File: src/rtl/spi_reg_ctrl.sv
// spi_reg_ctrl: SPI (mode 0) slave giving an MCU access to a small
// register file (LED, analog mux select, scratch, status).
//
// Parameter:
//   SYNC_STAGES - synchronizer depth on sclk, cs and mosi
// Ports:
//   clk        - system clock (XTALCLK), the only clock in the block
//   rst_n      - asynchronous active-low reset
//   sclk       - SPI clock from the MCU
//   cs         - SPI chip select, active low
//   mosi       - SPI data in
//   miso       - SPI data out, always driven
//   reg_led    - LED register, bits [1:0] drive LED1/LED2
//   reg_mux    - analog mux select register
//   wr_strobe  - one-clk pulse per committed write
//   frame_err  - sticky frame-error flag
//
// Frame (MSB first, 16 bits): {rw, addr[6:0], data[7:0]}, rw = 1 is a write.
//
// state   | meaning
// --------+----------------------------------------------------------
// S_IDLE  | waiting for a cs falling edge
// S_ADDR  | shifting in rw + address (rising edges 1-8)
// S_DATA  | shifting data in, read data out on miso (rising edges 9-16)
// S_DONE  | full frame received, waiting for cs high
// S_ABORT | after reset: discard any frame in progress until cs is high

module spi_reg_ctrl #(
  parameter int SYNC_STAGES = 2
) (
  input  logic       clk,
  input  logic       rst_n,
  input  logic       sclk,
  input  logic       cs,
  input  logic       mosi,
  output logic       miso,
  output logic [7:0] reg_led,
  output logic [7:0] reg_mux,
  output logic       wr_strobe,
  output logic       frame_err
);

  typedef enum logic [2:0] {
    S_IDLE,
    S_ADDR,
    S_DATA,
    S_DONE,
    S_ABORT
  } state_t;

  // Settle time after reset: the synchronizers come out of reset holding
  // the idle pattern, so cs is not trusted until the real pin level has
  // propagated through them and the edge-detect flop.
  localparam int SW = $clog2(SYNC_STAGES + 2);
  localparam logic [SW-1:0] SETTLE_INIT = SW'(SYNC_STAGES + 1);

  logic [SYNC_STAGES-1:0] sclk_sync_q, cs_sync_q, mosi_sync_q;
  logic                   sclk_dly_q, cs_dly_q;
  logic                   sclk_s, cs_s, mosi_s;
  logic                   sclk_rise, sclk_fall, cs_fall;
  logic [SW-1:0]          settle_q;

  state_t      state_q, state_d;
  logic [4:0]  cnt_q, cnt_d;
  logic [6:0]  shift_q, shift_d;
  logic        rw_q, rw_d;
  logic [6:0]  addr_q, addr_d;
  logic [7:0]  rd_shift_q, rd_shift_d;
  logic        miso_q, miso_d;
  logic        commit_q, commit_d;
  logic [7:0]  wdata_q, wdata_d;
  logic        err_set;

  logic [7:0]  led_q, mux_q, scratch_q;
  logic        err_q, wr_strobe_q;

  logic [6:0]  addr_nxt;
  logic [7:0]  rd_data;

  // Synchronizers plus one extra delayed copy for edge detection.
  always_ff @(posedge clk or negedge rst_n) begin
    if (!rst_n) begin
      sclk_sync_q <= '0;
      cs_sync_q   <= '1;
      mosi_sync_q <= '0;
      sclk_dly_q  <= 1'b0;
      cs_dly_q    <= 1'b1;
      settle_q    <= SETTLE_INIT;
    end else begin
      sclk_sync_q[0] <= sclk;
      cs_sync_q[0]   <= cs;
      mosi_sync_q[0] <= mosi;
      for (int i = 1; i < SYNC_STAGES; i++) begin
        sclk_sync_q[i] <= sclk_sync_q[i-1];
        cs_sync_q[i]   <= cs_sync_q[i-1];
        mosi_sync_q[i] <= mosi_sync_q[i-1];
      end
      sclk_dly_q <= sclk_s;
      cs_dly_q   <= cs_s;
      if (settle_q != '0) settle_q <= settle_q - SW'(1);
    end
  end

  assign sclk_s    = sclk_sync_q[SYNC_STAGES-1];
  assign cs_s      = cs_sync_q[SYNC_STAGES-1];
  assign mosi_s    = mosi_sync_q[SYNC_STAGES-1];
  assign sclk_rise = sclk_s & ~sclk_dly_q;
  assign sclk_fall = ~sclk_s & sclk_dly_q;
  assign cs_fall   = ~cs_s & cs_dly_q;

  // Address as it will be after the 8th rising edge; used to preload read data.
  assign addr_nxt = {shift_q[5:0], mosi_s};

  always_comb begin
    rd_data = 8'h00;
    case (addr_nxt)
      7'h00:   rd_data = led_q;
      7'h01:   rd_data = mux_q;
      7'h02:   rd_data = scratch_q;
      7'h03:   rd_data = {7'b0, err_q};
      default: rd_data = 8'h00;
    endcase
  end

  always_comb begin
    state_d    = state_q;
    cnt_d      = cnt_q;
    shift_d    = shift_q;
    rw_d       = rw_q;
    addr_d     = addr_q;
    rd_shift_d = rd_shift_q;
    miso_d     = 1'b0;
    commit_d   = 1'b0;
    wdata_d    = wdata_q;
    err_set    = 1'b0;

    case (state_q)
      S_ABORT: begin
        cnt_d = 5'd0;
        if (settle_q == '0 && cs_s) state_d = S_IDLE;
      end
      S_IDLE: begin
        cnt_d = 5'd0;
        if (cs_fall) state_d = S_ADDR;
      end
      S_ADDR: begin
        if (cs_s) begin
          state_d = S_IDLE;
          if (cnt_q != 5'd0) err_set = 1'b1;
        end else if (sclk_rise) begin
          shift_d = {shift_q[5:0], mosi_s};
          cnt_d   = cnt_q + 5'd1;
          if (cnt_q == 5'd7) begin
            state_d = S_DATA;
            rw_d    = shift_q[6];
            addr_d  = addr_nxt;
            if (!shift_q[6]) rd_shift_d = rd_data;
          end
        end
      end
      S_DATA: begin
        miso_d = miso_q;
        if (cs_s) begin
          state_d = S_IDLE;
          err_set = 1'b1;
          miso_d  = 1'b0;
        end else if (sclk_rise) begin
          shift_d = {shift_q[5:0], mosi_s};
          cnt_d   = cnt_q + 5'd1;
          if (cnt_q == 5'd15) begin
            state_d  = S_DONE;
            miso_d   = 1'b0;
            commit_d = rw_q && (addr_q < 7'd4);
            wdata_d  = {shift_q, mosi_s};
          end
        end else if (sclk_fall && !rw_q) begin
          miso_d     = rd_shift_q[7];
          rd_shift_d = {rd_shift_q[6:0], 1'b0};
        end
      end
      S_DONE: begin
        if (sclk_rise) err_set = 1'b1;
        if (cs_s) state_d = S_IDLE;
      end
      default: state_d = S_ABORT;
    endcase
  end

  always_ff @(posedge clk or negedge rst_n) begin
    if (!rst_n) begin
      state_q    <= S_ABORT;
      cnt_q      <= 5'd0;
      shift_q    <= 7'd0;
      rw_q       <= 1'b0;
      addr_q     <= 7'd0;
      rd_shift_q <= 8'd0;
      miso_q     <= 1'b0;
      commit_q   <= 1'b0;
      wdata_q    <= 8'd0;
    end else begin
      state_q    <= state_d;
      cnt_q      <= cnt_d;
      shift_q    <= shift_d;
      rw_q       <= rw_d;
      addr_q     <= addr_d;
      rd_shift_q <= rd_shift_d;
      miso_q     <= miso_d;
      commit_q   <= commit_d;
      wdata_q    <= wdata_d;
    end
  end

  // Register file: the write lands one clk after the frame completes.
  // A frame-error set outranks a status clear in the same cycle.
  always_ff @(posedge clk or negedge rst_n) begin
    if (!rst_n) begin
      led_q       <= 8'h00;
      mux_q       <= 8'h00;
      scratch_q   <= 8'hA5;
      err_q       <= 1'b0;
      wr_strobe_q <= 1'b0;
    end else begin
      wr_strobe_q <= commit_q;
      if (commit_q) begin
        case (addr_q)
          7'h00:   led_q     <= wdata_q;
          7'h01:   mux_q     <= wdata_q;
          7'h02:   scratch_q <= wdata_q;
          default: ;
        endcase
      end
      if (err_set)
        err_q <= 1'b1;
      else if (commit_q && addr_q == 7'h03 && wdata_q[0])
        err_q <= 1'b0;
    end
  end

  assign miso      = miso_q;
  assign reg_led   = led_q;
  assign reg_mux   = mux_q;
  assign wr_strobe = wr_strobe_q;
  assign frame_err = err_q;

endmodule

File: config.mk
export PLATFORM = sky130hd
export DESIGN_NAME = spi_reg_ctrl
export DESIGN_NICKNAME = d
export VERILOG_FILES = /design/src/rtl/spi_reg_ctrl.sv
export SDC_FILE = /design/constraint.sdc
export NUM_CORES = 1
export LEC_CHECK = 0
export ABC_AREA = 1
export BUFFER_PORTS_ARGS = -buffer_cell sky130_fd_sc_hd__buf_2
export CAP_MARGIN = 20
export CORE_ASPECT_RATIO = 1.75
export CORE_MARGIN = 2
export CORE_UTILIZATION = 30
export DETAILED_ROUTE_END_ITERATION = 12
export SYNTH_ARGS = -nofsm -noshare
export SYNTH_HDL_FRONTEND = slang
export SYNTH_SLANG_ARGS = --single-unit
File: constraint.sdc
create_clock -name clk -period 2.33 [get_ports clk]
set_clock_uncertainty 0.2 [all_clocks]
set_input_delay 0.233 -clock clk [delete_from_list [all_inputs] [get_ports clk]]
set_output_delay 0.233 -clock clk [all_outputs]
set_load 0.01 [all_outputs]
==> metrics, run 1 <==
hpwl dp 5750 um; port bufs 23; area delta synth->final 16.0%; Sum Neg Setup Slack 0 ps; Rel. slew slack between 60% and 70%; CP most frequent cell ha_1; Startpoint Class flop; H-tree depth 3; die width about 86 um; number of setup buffers added after CTS 0; Global Route Usage Sum a little over an eighth; Clock Latency Late Sink 330 ps; share of post-route cells with drive strength above 1 15.9%; Root Driver clkbuf_16; max layer used met4; DR WL/cell ~14 um; Data required, critical path approximately 2300 ps; drt total wl 7750 um; Post-layout nets ~430; CTS tree done; initial drt markers 178; Syn Std Cell Area approximately 3500 um2; Ant. Diodes 0; Fmax 506 MHz; die area about 13,000 um2; RSZ-0062 raised after global routing false; Final Critical Period 1980 ps; I/O pin count 24; Worst Hold Class reg2reg; M1 WL 2960 um; drt pass-1 iters 4; P_sw about 1.2 mW; slowest CP cell dfrtp_1; met2 wire len approximately 4500 um; Reg power frac 42.0%; clock buffer depth 2; delay-heaviest family, CP simple AND/OR/NAND/NOR gates; Final ANT Viol Nets 0; Worst-path clk slew 50 ps; GPL Wtd Cong slightly below 0.9; largest net degree at the start of global routing 44; number of core rows 52; crit-path cells ha_1 -> nand2_1 -> nor2_1 -> ha_1 -> inv_1 -> nor4_4 -> buf_4 -> o21ai_0; WL met3 roughly 170 um; Core ar. roughly 11,000 um2; Via density approximately 4.8; residual DRC count 0; final setup vio count 0; fin. max-slew vios 0; Die Y 147 um; total gr overflow 0; Setup CP Type reg2reg; Tcrit/Tclk final a little over four fifths; WP data arrival 1980 ps; vias in the first global route between 2,000 and 3,000; unique cell type count in the Yosys netlist 37; vias after detailed routing ~2,700; P_leak 1.96 nW; sequential share of the synthesized area a little under three fifths; syn nets about 400; Clk pwr share 35.3%; Design Power about 3.6 mW; VDD IR-drop max 354 uV; Max Cap Violations 0; post-synthesis register bit count 77; critical path capture point type flop; status finished clean; syn avg cell area approximately 8.9 um2; Largest stage delay, worst path between 400 and 500 ps; Buffers & Inverters on Critical Path 2; Logic pwr share between 20% and 30%; first-pass GRT wire length approximately 13,000 um; Final Hold Viols 0; Max Fanout on Critical Path 17; CTS Buf Count 9; internal power about 2.4 mW; Initial Util between 30 and 40%; Synth Warn # 0; Clock Sinks just under 80; pwr dens around 890 nW/um2; antenna violations before repair 0; sw frac between 30 and 40%; Worst-Margin Slew ~560 ps; Post-Synthesis Cells around 390
worst register-to-register path, stage by stage, from the launching register on:
cell and delay (ps):
dfrtp_1 410, ha_1 210, nand2_1 80, nor2_1 120, ha_1 180, inv_1 80
nor4_4 240, buf_4 230, o21ai_0 100
final cells by class:
cell class,instances,area (um2)
Inverter,37,149
Timing Repair Buffer,30,193
Clock buffer,12,256
Sequential cell,77,1940
Fill cell,1186,7390
Multi-Input combinational cell,269,1340
Tap cell,135,169
Clock inverter,4,22.5
cells by family (layout without fill, tap and decap cells):
| family | Yosys count | count (layout) | share of synthesized area (%) |
|---|---|---|---|
| DFF | 77 | 77 | 55.4 |
| AOI/OAI and AO/OA | 67 | 67 | 9.89 |
| buffers and inverters | 48 | 83 | 6.50 |
| and+or+nand+nor | 196 | 196 | 26.3 |
| adders and majority gates | 4 | 4 | 1.43 |
| xor gates and xnor gates | 2 | 2 | 0.500 |
path summary, 6_finish.rpt:
path,endpoint,depth (start not counted),startpoint,slack (ps)
min in group asynchronous,sclk_sync_q[1],2,rst_n,200
setup / recovery,wdata_q[7],8,cnt_q[0],350
hold / removal,sclk_sync_q[1],0,sclk_sync_q[0],140
hold reg to reg,sclk_sync_q[1],0,sclk_sync_q[0],140
max in group asynchronous,scratch_q[7],3,rst_n,1090
setup reg to reg,wdata_q[7],8,cnt_q[0],350
cell usage after synthesis (all sizes together):
master  instances  area, um2
a21oi           6       33.8
a31oi           1       6.26
and3            1       6.26
buf            11       78.8
dfrtp          67       1680
dfstp          10        263
ha              4       50.1
inv            37        149
nand2         123        499
nand3          43        233
nand3b          2       18.8
nand4           5       37.5
nor2           17       82.6
nor3            1       5.00
nor4            3       33.8
o21ai          57        285
o221ai          1       8.76
o22ai           2       12.5
or2             1       6.26
xnor2           1       8.76
xor2            1       8.76
repair_timing:
action / in CTS / in global routing
endpoints found under the hold margin: 35 / 0
hold buffers: 4 / 0
gates resized for setup: 0 / 0
per-stage QoR:
| stage | hold slack (ps) | area [um2] | std cells | util, % | worst slack [ps] |
|---|---|---|---|---|---|
| 3_5_place_dp | 17.7 | 3750 | 544 | 32.7 | 367 |
| 2_1_floorplan | -263 | 3500 | 394 | - | 399 |
| 6_report | 144 | 4070 | 564 | 35.5 | 352 |
| 4_1_cts | 149 | 4070 | 564 | 35.5 | 343 |
| 3_3_place_gp | 12.4 | 3750 | 544 | 32.7 | 427 |
| 5_1_grt | 158 | 4070 | 564 | 35.5 | 176 |
layer usage:
layer | track usage [%] | vias up
met2 | 24.3 | 29
li1 | - | 1353
met3 | 2.70 | 12
met1 | 14.1 | 1307
met5 | 0 | -
met4 | 6.35 | 0
state kept, by name, indices dropped and copies added (netlist names), 2 cells and up:
name / flops
settle_q: 2
scratch_q: 8
wdata_q: 8
rd_shift_q: 8
shift_q: 7
mosi_sync_q: 2
reg_led: 8
addr_q: 7
sclk_sync_q: 2
state_q: 3
cnt_q: 5
reg_mux: 8
cs_sync_q: 2
placed cells by master, fill, tap and decap left out, types with 2 or more instances in the layout:
cell / Yosys / routed
nand3_1: 41 / 41
nand2_1: 116 / 116
dfrtp_1: 67 / 67
inv_1: 35 / 35
dfstp_2: 10 / 10
dlygate4sd3_1: 0 / 4
buf_2: 8 / 22
clkinv_2: 0 / 3
o22ai_1: 2 / 2
buf_4: 1 / 3
o21ai_1: 12 / 12
nor2_1: 15 / 15
clkbuf_16: 0 / 9
nand4_1: 4 / 4
a21oi_1: 5 / 5
nor4_1: 2 / 2
clkbuf_8: 0 / 2
ha_1: 4 / 4
nand2_4: 4 / 4
o21ai_0: 45 / 45
nand2_2: 3 / 3
power by group through the flow:
stage | logic (mW) | registers, mW | clock network (mW)
after floorplan | 0.654 | 1.52 | 0
after global placement | 0.804 | 1.55 | 0
after detailed placement | 0.827 | 1.55 | 0
after CTS | 0.833 | 1.52 | 1.31
after global routing | 0.924 | 1.54 | 1.37
final | 0.826 | 1.52 | 1.28
No activity file was read; power rests on OpenSTA's default activity.
==> run 2: changes to the inputs <==
==> constraint.sdc (replaced) <==
create_clock -name clk -period 1.9 [get_ports clk]
set_clock_uncertainty 0.2 [all_clocks]
set_input_delay 0.19 -clock clk [delete_from_list [all_inputs] [get_ports clk]]
set_output_delay 0.19 -clock clk [all_outputs]
set_load 0.01 [all_outputs]
==> run 2 against run 1 <==
  * Clock power up 37%
  * Global-route usage increased by 0.72 points
  * Largest cell class unchanged
  * Flip-flop and latch count stayed put
  * First-iteration DRC count is 37% lower
  * Setup slack lost 280 ps
  * Hold slack got worse by 27 ps
  * Via count increased by 4.6%
  * Cell count increased by 3.5%
==> metrics, run 2 (synthesis gave the netlist of run 1 again) <==
status finished clean (unchanged); reg-to-reg slack, setup 70 ps (was 350 ps); total gr overflow 0 (unchanged); DR WL/cell 14.2 um (was 13.7 um); Data required, critical path 1920 ps (was 2340 ps); Tcrit/Tclk final 96.5% (was 84.9%); hpwl dp 5790 um (was 5750 um); number of core rows 52 (unchanged); Worst-Margin Slew 385 ps (was 560 ps); M1 GR Usage 15.7% (was 14.1%); Die Y 147 um (unchanged); Final Hold Viols 0 (unchanged); VDD IR-drop max 630 uV (was 354 uV); Ant. Diodes 0 (unchanged); die width 85.7 um (unchanged); Via density 4.84 (was 4.79); GR Util met3 2.13% (was 2.70%); crit path launch cnt_q[1] (was cnt_q[0]); GPL Wtd Cong 0.821 (was 0.864); CTS Buf Count 9 (unchanged); Final Critical Period 1830 ps (was 1980 ps); Reg2Reg Depth 9 (was 8); area delta synth->final 24.0% (was 16.0%); Final ANT Viol Nets 0 (unchanged); fin. max-slew vios 0 (unchanged); Top Usage Layer GRT met2 (unchanged); vias after detailed routing 2,825 (was 2,701); WP data arrival 1850 ps (was 1980 ps); commonest non-fill, non-tap cell in the layout nand2_1 (unchanged); share of post-route cells with drive strength above 1 20.7% (was 15.9%); I/O pin count 24 (unchanged); Clock Sinks 77 (unchanged); Core ar. 11,500 um2 (unchanged); Initial Util 30.6% (unchanged); H-tree depth 3 (unchanged); post-layout util 37.9% (was 35.5%); vias in the first global route 2,842 (was 2,676); drt pass-1 iters 5 (was 4); initial drt markers 112 (was 178); Max Cap Violations 0 (unchanged); final std cells w/o fill 584 (was 564); critical path capture point type flop (unchanged); P_leak 2.09 nW (was 1.96 nW); met2 Use GR 25.4% (was 24.3%); most frequent cells in the layout 115 x nand2_1, 67 x dfrtp_1, 44 x o21ai_0 (was 116 x nand2_1, 67 x dfrtp_1, 45 x o21ai_0); Rel. slew slack 74.3% (was 62.5%); placed cell count 557 (was 544); CTS tree done (unchanged); Setup CP Type reg2reg (unchanged); first-pass GRT wire length 13,800 um (was 12,800 um); pwr dens 1120 nW/um2 (was 893 nW/um2); Startpoint Class flop (unchanged); Root Driver clkbuf_16 (unchanged); final setup vio count 0 (unchanged); Post-layout nets 453 (was 433); largest net degree at the start of global routing 50 (was 44); FF-to-FF End wdata_q[5] (was wdata_q[7]); Fmax 546 MHz (was 506 MHz); antenna violations before repair 0 (unchanged); Clock Latency Late Sink 340 ps (was 330 ps); port bufs 23 (unchanged); Max Fanout on Critical Path 8 (was 17); Worst Hold Class in2async (was reg2reg); reg2reg start cnt_q[1] (was cnt_q[0]); clock buffer depth 2 (unchanged); Worst-path clk slew 60 ps (was 50 ps); CP endpoint wdata_q[5] (was wdata_q[7]); Global Route Usage Sum 14.0% (was 13.2%); drt total wl 8270 um (was 7750 um); die area 12,600 um2 (unchanged); residual DRC count 0 (unchanged)
run 2: cell count changes in the layout (fill, tap and decap cells not counted), sizes merged:
cell	change
buf	+18
inv	+3
clkinv	-2
bufinv	+1
clkbuf	-1
clkinvlp	+1
run 2: worst min-delay path by stage:
stage                             from            to  slack [ps]  depth (start not counted)
after global routing      cs_sync_q[0]  cs_sync_q[1]         160                          0
final                            rst_n    reg_led[6]         120                          2
after CTS                        rst_n    reg_mux[6]         130                          2
after detailed placement         rst_n    reg_mux[6]         -60                          1
after global placement           rst_n    reg_mux[6]         -60                          1
after floorplan                  rst_n     addr_q[0]        -310                          0
run 2: critical path, stage by stage, from the launching register on:
cell and delay [ps]:
dfrtp_1 410, ha_4 170, nand2_2 50, nor2_1 100, ha_2 210, inv_2 50, nor4_4 130, buf_6 160
clkbuf_16 140, o21ai_0 70
run 2: metal layers:
layer,vias up,part of all wire [%],routed length [um]
li1,1383,-,-
met1,1378,39,3240
met2,56,56,4620
met3,8,3.0,246
met4,0,1.9,154
met5,-,0,0
run 2: layout make-up:
class                      instances  area (um2)
tap                              135         169
inverter                          37         149
multi-input combinational        269        1360
clock buffer                       9         225
timing repair buffer              50         419
sequential                        77        1940
fill                            1149        7110
clock inverter                     7        82.6
run 2: power breakdown:
group	switching [mW]	internal [mW]	total, mW
Sequential	0.114	1.74	1.86
Clock	0.723	1.04	1.76
Combinational	0.811	0.453	1.26
run 2: through the flow:
stage / hold slack (ps) / worst slack [ps] / total power [mW] / setup TNS (ps) / cell area (um2)
2_1_floorplan: -306 / 109 / 2.66 / 0 / 3510
3_3_place_gp: -62.7 / 127 / 3.04 / 0 / 3870
3_5_place_dp: -55.9 / 77.7 / 3.06 / 0 / 3870
4_1_cts: 128 / 64.6 / 4.83 / 0 / 4220
5_1_grt: 164 / -10.5 / 5.12 / -46.0 / 4350
6_report: 117 / 66.9 / 4.88 / 0 / 4350
run 2: repair_timing:
item / 4_1_cts / 5_1_grt
buffers inserted: 0 / 5
gates resized for setup: 0 / 8
endpoints found under the hold margin: 76 / 0
endpoints found under the setup margin: 0 / 19
hold buffers: 4 / 0
==> run 3: changes to the inputs <==
--- a/config.mk
+++ b/config.mk
@@ -12,6 +12,7 @@
 export CORE_MARGIN = 2
 export CORE_UTILIZATION = 30
 export DETAILED_ROUTE_END_ITERATION = 12
+export HOLD_SLACK_MARGIN = 0.15
 export SYNTH_ARGS = -nofsm -noshare
 export SYNTH_HDL_FRONTEND = slang
 export SYNTH_SLANG_ARGS = --single-unit
==> run 3 against run 2 <==
  * Global-route usage about the same
  * Cell count is 0.34% higher
  * Sequential power barely moved
  * Combinational power about the same
  * Critical path depth is the same
  * Setup slack gained 7.5 ps
  * Non-clock buffer count up 2
  * Clock power hardly changed
  * Die area did not move
  * Highest routed layer unchanged
==> metrics, run 3 (synthesis gave the netlist of run 1 again) <==
die width 85.7 um (unchanged); P_leak 2.10 nW (was 2.09 nW); vias after detailed routing 2,846 (was 2,825); initial drt markers 122 (was 112); Clock Sinks 77 (unchanged); Post-layout nets 455 (was 453); Worst Hold Slack 148 ps (was 117 ps); total gr overflow 0 (unchanged); share of post-route cells with drive strength above 1 20.6% (was 20.7%); number of core rows 52 (unchanged); commonest non-fill, non-tap cell in the layout nand2_1 (unchanged); Tcrit/Tclk final 96.1% (was 96.5%); Startpoint Class flop (unchanged); hpwl dp 5790 um (unchanged); pwr dens 1120 nW/um2 (about the same); Final Critical Period 1830 ps (about the same); GPL Wtd Cong 0.821 (unchanged); Max Fanout on Critical Path 8 (unchanged); residual DRC count 0 (unchanged); Die Y 147 um (unchanged); port bufs 23 (unchanged); CTS tree done (unchanged); critical path capture point type flop (unchanged); VDD IR-drop max 626 uV (was 630 uV); vias in the first global route 2,851 (was 2,842); Final Hold Viols 0 (unchanged); most frequent cells in the layout 115 x nand2_1, 67 x dfrtp_1, 44 x o21ai_0 (unchanged); largest net degree at the start of global routing 50 (unchanged); fin. max-slew vios 0 (unchanged); Root Driver clkbuf_16 (unchanged); drt pass-1 iters 4 (was 5); final setup vio count 0 (unchanged); WP data arrival 1840 ps (was 1850 ps); Final ANT Viol Nets 0 (unchanged); antenna violations before repair 0 (unchanged); Setup CP Type reg2reg (unchanged); CTS Buf Count 9 (unchanged); H-tree depth 3 (unchanged); Multi-input gate area 1360 um2 (unchanged); Via density 4.86 (was 4.84); I/O pin count 24 (unchanged); Rel. slew slack 74.4% (was 74.3%); Worst Hold Class reg2reg (was in2async); Worst-path clk slew 60 ps (about the same); Core ar. 11,500 um2 (unchanged); Sum Neg Setup Slack 0 ps (unchanged); total area of sequential cells 1940 um2 (unchanged); drt total wl 8250 um (was 8270 um); Clock Latency Late Sink 340 ps (about the same); Initial Util 30.6% (unchanged); Design Power 4.89 mW (was 4.88 mW); Fmax 548 MHz (was 546 MHz); status finished clean (unchanged); area delta synth->final 24.6% (was 24.0%); Fill cells 1,148 (was 1,149); Max Cap Violations 0 (unchanged); DR WL/cell 14.1 um (was 14.2 um); clock buffer depth 2 (unchanged); die area 12,600 um2 (unchanged); Data required, critical path 1920 ps (about the same); Global Route Usage Sum 14.0% (about the same); Worst-Margin Slew 384 ps (was 385 ps); first-pass GRT wire length 13,800 um (about the same); Ant. Diodes 0 (unchanged)
## run 3: timing repair
item | in CTS | in global routing
setup endpoints to repair | 0 | 19
hold endpoints to repair | 77 | 0
resized for setup | 0 | 8
buffers inserted | 0 | 5
hold buffers | 6 | 0
## run 3: where the power goes
part           internal [mW]  switching [mW]
sequential              1.74           0.115
combinational          0.455           0.811
clock                   1.04           0.723
total                   3.24            1.65
## run 3: path summary, 6_finish.rpt
kind	end	slack, ps	from	depth (start not counted)
worst max-delay path	wdata_q[5]	70	cnt_q[1]	9
worst min-delay path	mosi_sync_q[1]	150	mosi_sync_q[0]	0
worst max register to register	wdata_q[5]	70	cnt_q[1]	9
worst min register to register	mosi_sync_q[1]	150	mosi_sync_q[0]	0
max in group asynchronous	scratch_q[7]	210	rst_n	4
min in group asynchronous	reg_led[6]	660	rst_n	3
## run 3: layout make-up
class,count,area share [%]
clock inverter,7,1.89
sequential,77,44.4
inverter,37,3.41
tap,135,3.87
timing repair buffer,52,10.1
clock buffer,9,5.16
multi-input combinational,269,31.2
## run 3: worst max-delay path, cell delays in order (launching register included)
cell	delay [ps]
dfrtp_1	410
ha_4	170
nand2_2	50
nor2_1	100
ha_2	210
inv_2	50
nor4_4	130
buf_6	160
clkbuf_16	140
o21ai_0	70
## run 3: stage by stage
step | setup slack, ps | util [%] | instance area [um2] | std cells
after detailed placement | 77.7 | 33.8 | 3870 | 557
after global routing | -10.5 | 38.1 | 4370 | 586
after global placement | 127 | 33.8 | 3870 | 557
after floorplan | 109 | - | 3510 | 394
final | 74.4 | 38.1 | 4370 | 586
after CTS | 64.6 | 37.0 | 4240 | 579
## run 3: metal layers
layer,GRT usage [%],wire (um)
met5,0,0
met4,6.11,157
met3,2.13,222
met2,25.5,4590
met1,15.7,3280
